--- src/rtl/bin_gray_counter.sv ---
// bin_gray_counter: registered binary counter with a registered Gray-code
// copy of the count and a one-cycle rollover pulse.
//
// Ports:
//   clk       rising-edge clock
//   rst_n     asynchronous active-low reset (clears bin, gray, wrap)
//   clr       synchronous clear (highest priority)
//   load      synchronous load of load_bin (beats en)
//   load_bin  W-bit binary value to load
//   en        count enable, one step per cycle
//   up        direction, 1 = up, 0 = down (only with macro below)
//   bin       registered binary count
//   gray      registered Gray code of bin
//   wrap      registered pulse on a counted rollover
//
// Macro BIN_GRAY_COUNTER_UPDOWN_EN: when defined, up is honoured and
// the counter counts both ways; otherwise it counts up only and up is
// ignored.

module bin_gray_counter #(
    parameter int W = 4
) (
    input  logic         clk,
    input  logic         rst_n,
    input  logic         clr,
    input  logic         load,
    input  logic [W-1:0] load_bin,
    input  logic         en,
    input  logic         up,
    output logic [W-1:0] bin,
    output logic [W-1:0] gray,
    output logic         wrap
);

    logic [W-1:0] next_bin;
    logic         next_wrap;

`ifdef BIN_GRAY_COUNTER_UPDOWN_EN
    always_comb begin
        next_bin  = bin;
        next_wrap = 1'b0;
        priority case (1'b1)
            clr: begin
                next_bin = '0;
            end
            load: begin
                next_bin = load_bin;
            end
            en: begin
                if (up) begin
                    next_bin  = bin + 1'b1;
                    next_wrap = (bin == {W{1'b1}});
                end else begin
                    next_bin  = bin - 1'b1;
                    next_wrap = (bin == '0);
                end
            end
            default: begin
                next_bin = bin;
            end
        endcase
    end
`else
    // Direction input has no effect in the up-only build.
    logic unused_up;
    assign unused_up = up;

    always_comb begin
        next_bin  = bin;
        next_wrap = 1'b0;
        priority case (1'b1)
            clr: begin
                next_bin = '0;
            end
            load: begin
                next_bin = load_bin;
            end
            en: begin
                next_bin  = bin + 1'b1;
                next_wrap = (bin == {W{1'b1}});
            end
            default: begin
                next_bin = bin;
            end
        endcase
    end
`endif

    // Gray is derived from next_bin so both registers update together.
    always_ff @(posedge clk or negedge rst_n) begin
        if (!rst_n) begin
            bin  <= '0;
            gray <= '0;
            wrap <= 1'b0;
        end else begin
            bin  <= next_bin;
            gray <= next_bin ^ (next_bin >> 1);
            wrap <= next_wrap;
        end
    end

endmodule

--- config.mk ---
export PLATFORM = sky130hd
export DESIGN_NAME = bin_gray_counter
export DESIGN_NICKNAME = d
export VERILOG_FILES = /design/src/rtl/bin_gray_counter.sv
export SDC_FILE = /design/constraint.sdc
export NUM_CORES = 1
export LEC_CHECK = 0
export ABC_AREA = 1
export CAP_MARGIN = 0
export CORE_AREA = 4 4 41 43
export DETAILED_ROUTE_END_ITERATION = 10
export DIE_AREA = 0 0 45 47
export HOLD_SLACK_MARGIN = 0.1
export PLACE_DENSITY_LB_ADDON = 0.25
export SLEW_MARGIN = 30
export SYNTH_ARGS = -nofsm -noshare
export SYNTH_HDL_FRONTEND = slang
export SYNTH_SLANG_ARGS = --single-unit
--- constraint.sdc ---
create_clock -name clk -period 3.7 [get_ports clk]
set_input_delay 0.555 -clock clk [delete_from_list [all_inputs] [get_ports clk]]
set_output_delay 0.555 -clock clk [all_outputs]
set_load 0.005 [all_outputs]
==> summary.md <==
| Metric | Value |
|---|---|
| Status | `finished, final reports clean` |
| Number of global-route vias before repair | `356` |
| Crit-path leading delay family | `buffers and inverters` |
| Cells after Synth | `57` |
| CP max stage cell | `clkdlybuf4s50_1` |
| Via count | `between 400 and 500` |
| Syn_area_per_cell | `between 7 and 8 um2` |
| Placed cell areas | `608 um2` |
| Final antenna-violating net count | `0` |
| Resized cells post-CTS | `0` |
| Synth Cell Area | `427 um2` |
| WP buf/inv | `1` |
| Crit path kind | `register to primary output` |
| #FFs+latches synth | `8` |
| DR iter-0 viols | `1` |
| Wire length of the first global-routing pass | `1500 um` |
| Worst min path class | `input port to async pin` |
| WL final | `approximately 900 um` |
| Number of max-cap violations | `0` |
| Switch share | `25.9%` |
| Clock buffer depth | `2` |
| Critical Path Max Stage Delay | `0.53 ns` |
| Net Count, Synth | `68` |
| CP max FO | `5` |
| Die width | `45 um` |
| Ys Warns | `0` |
| Crit end category | `primary output` |
| Number of CTS-inserted buffers | `3` |
| Final HPWL DP | `approximately 730 um` |
| Final Cell Area | `631 um2` |
| First-pass DRT Iterations | `2` |
| I/O pin count | `19` |
| Pleak | `0.315 nW` |
| Core box area | `1300 um2` |
| Post-CTS setup buffer count | `0` |
| Clock Latency Late Sink | `0.26 ns` |
| Diode count | `0` |
| Finished Core Util | `48.5%` |
| H-tree depth | `1` |
| Logic pwr share | `between 20 and 25%` |
| VDD IR max | `0.181 mV` |
| Setup Total Neg Slack | `0 ns` |
| Die H | `47 um` |
| CTS Root Cell | `clkbuf_4` |
| Placer Congestion | `0.734` |
| Antenna violations before repair | `0` |
| Global Route Usage Sum | `between 10% and 20%` |
| Slew Viols, Final | `0` |
| Slew HR | `~76%` |
| IO buf count | `17` |
| Count of hold-fix buffers inserted at cts | `0` |
| Tcrit/Tclk final | `47.6%` |
| Non-Filler Instances | `a little over 90` |
| Core Rows | `13` |
| Worst Max-Slew Pin Slew | `0.358 ns` |
| CP arrival | `between 1 and 1.5 ns` |
| Net Sw Power | `55.9 uW` |
| Min cycle time layout | `1.76 ns` |
| GRT overflow | `0` |
| RSZ-0062 raised after global routing | `false` |
| Final routed DRC violation total | `0` |
| Setup crit start kind | `register` |
| CTS tree | `yes` |
| Wire length per cell | `9.88 um` |
| DP Cell Count | `88` |
| Initial Utilization | `between 30% and 40%` |
| FMAX | `568 MHz` |
| Vias per inst | `roughly 4.5` |
| P&R area growth vs syn | `47.8%` |
| Post-synth cell types | `15` |
| Final-layout fill cell count | `144` |
| Clock sinks | `8` |
| Sequential area share after synthesis | `~47%` |
| Final setup violation count | `0` |
| Commonest non-fill, non-tap cell in the layout | `clkdlybuf4s50_1` |
| Clk pwr share | `30.9%` |
| CP cell instances | `clkdlybuf4s50_1` |
| Most frequent cells in the layout | `clkdlybuf4s50_1, nand2_1, nor2_1, dfrtp_1, inv_1` |
| Final hold vios | `0` |
| Layout cells sized above 1 | `15.8%` |
| Worst-path clk slew | `0.05 ns` |
| Largest net degree at the start of global routing | `9` |
| DIE AREA | `2120 um2` |
| Power Density | `~340 nW/um2` |
| Cell internal pwr | `160 uW` |
| Req. time, crit path | `3.14 ns` |
| Skew final | `just under 0.006 ns` |
| Final net count | `89` |
| Reg power frac | `46.2%` |
[Yosys cell counts]
master | number | share of area, %
buf_4 | 1 | 1.8
clkinv_1 | 1 | 0.88
dfrtp_1 | 8 | 47
ha_1 | 1 | 2.9
inv_1 | 6 | 5.3
inv_2 | 3 | 2.6
nand2_1 | 15 | 13
nand2_2 | 4 | 5.9
nand3_1 | 3 | 3.5
nand3_2 | 1 | 2.3
nor2_1 | 9 | 7.9
nor2_2 | 1 | 1.5
nor3_1 | 1 | 1.2
o211ai_1 | 1 | 1.8
o21ai_1 | 2 | 2.3
[cell type report]
cell class | instances | area [um2] | share of cell area [%]
flip-flops and latches | 8 | 200 | 31.7
multi-input cells | 38 | 181 | 28.8
repair buffers | 17 | 170 | 27.0
inverters | 10 | 37.5 | 5.95
clock buffers | 3 | 22.5 | 3.57
well taps | 15 | 18.8 | 2.98
[path summary, 6_finish.rpt]
kind | start | end | slack (ns) | cells after the start
setup / recovery | bin[2] | bin[2] | 1.94 | 1
max in group asynchronous | rst_n | gray[1] | 2.86 | 1
min in group clk | bin[3] | wrap | 0.59 | 2
hold reg to reg | bin[3] | wrap | 0.59 | 2
setup reg to reg | bin[0] | gray[1] | 2.43 | 9
hold / removal | rst_n | wrap | 0.57 | 1
[power groups by stage]
stage	clock [mW]	sequential [mW]	combinational (mW)
final	0.0667	0.0997	0.0497
after global routing	0.0745	0.101	0.0560
after CTS	0.0703	0.0999	0.0508
after detailed placement	0	0.101	0.0505
after global placement	0	0.101	0.0501
after floorplan	0	0.101	0.0204
[metal layers]
| metal | track usage [%] | vias up | wire length (um) |
|---|---|---|---|
| met5 | 0 | - | 0 |
| met4 | 5.26 | 0 | 17 |
| met3 | 7.28 | 5 | 105 |
| li1 | - | 212 | - |
| met2 | 17.8 | 15 | 435 |
| met1 | 9.56 | 181 | 342 |
[registers in the layout, summed over array words and instances (netlist names)]
| signal | cells |
|---|---|
| wrap | 1 |
| bin | 4 |
| gray | 3 |
[through the flow]
stage / power, mW / hold WS (ns) / setup WS, ns
finish: 0.216 / 0.572 / 1.94
floorplan: 0.122 / 0.259 / 2.51
global placement: 0.151 / 0.591 / 1.97
detailed placement: 0.152 / 0.593 / 1.96
global route: 0.231 / 0.597 / 1.88
CTS: 0.221 / 0.581 / 1.93
[kinds of logic (layout without fill, tap and decap cells)]
family          after synthesis  in the layout  share of synthesized area (%)
flops                         8              8                           46.9
simple gates                 34             34                           35.5
compound gates                3              3                           4.11
fa+ha+maj                     1              1                           2.93
buf+inv                      11             30                           10.6
No activity file was read; power rests on OpenSTA's default activity.
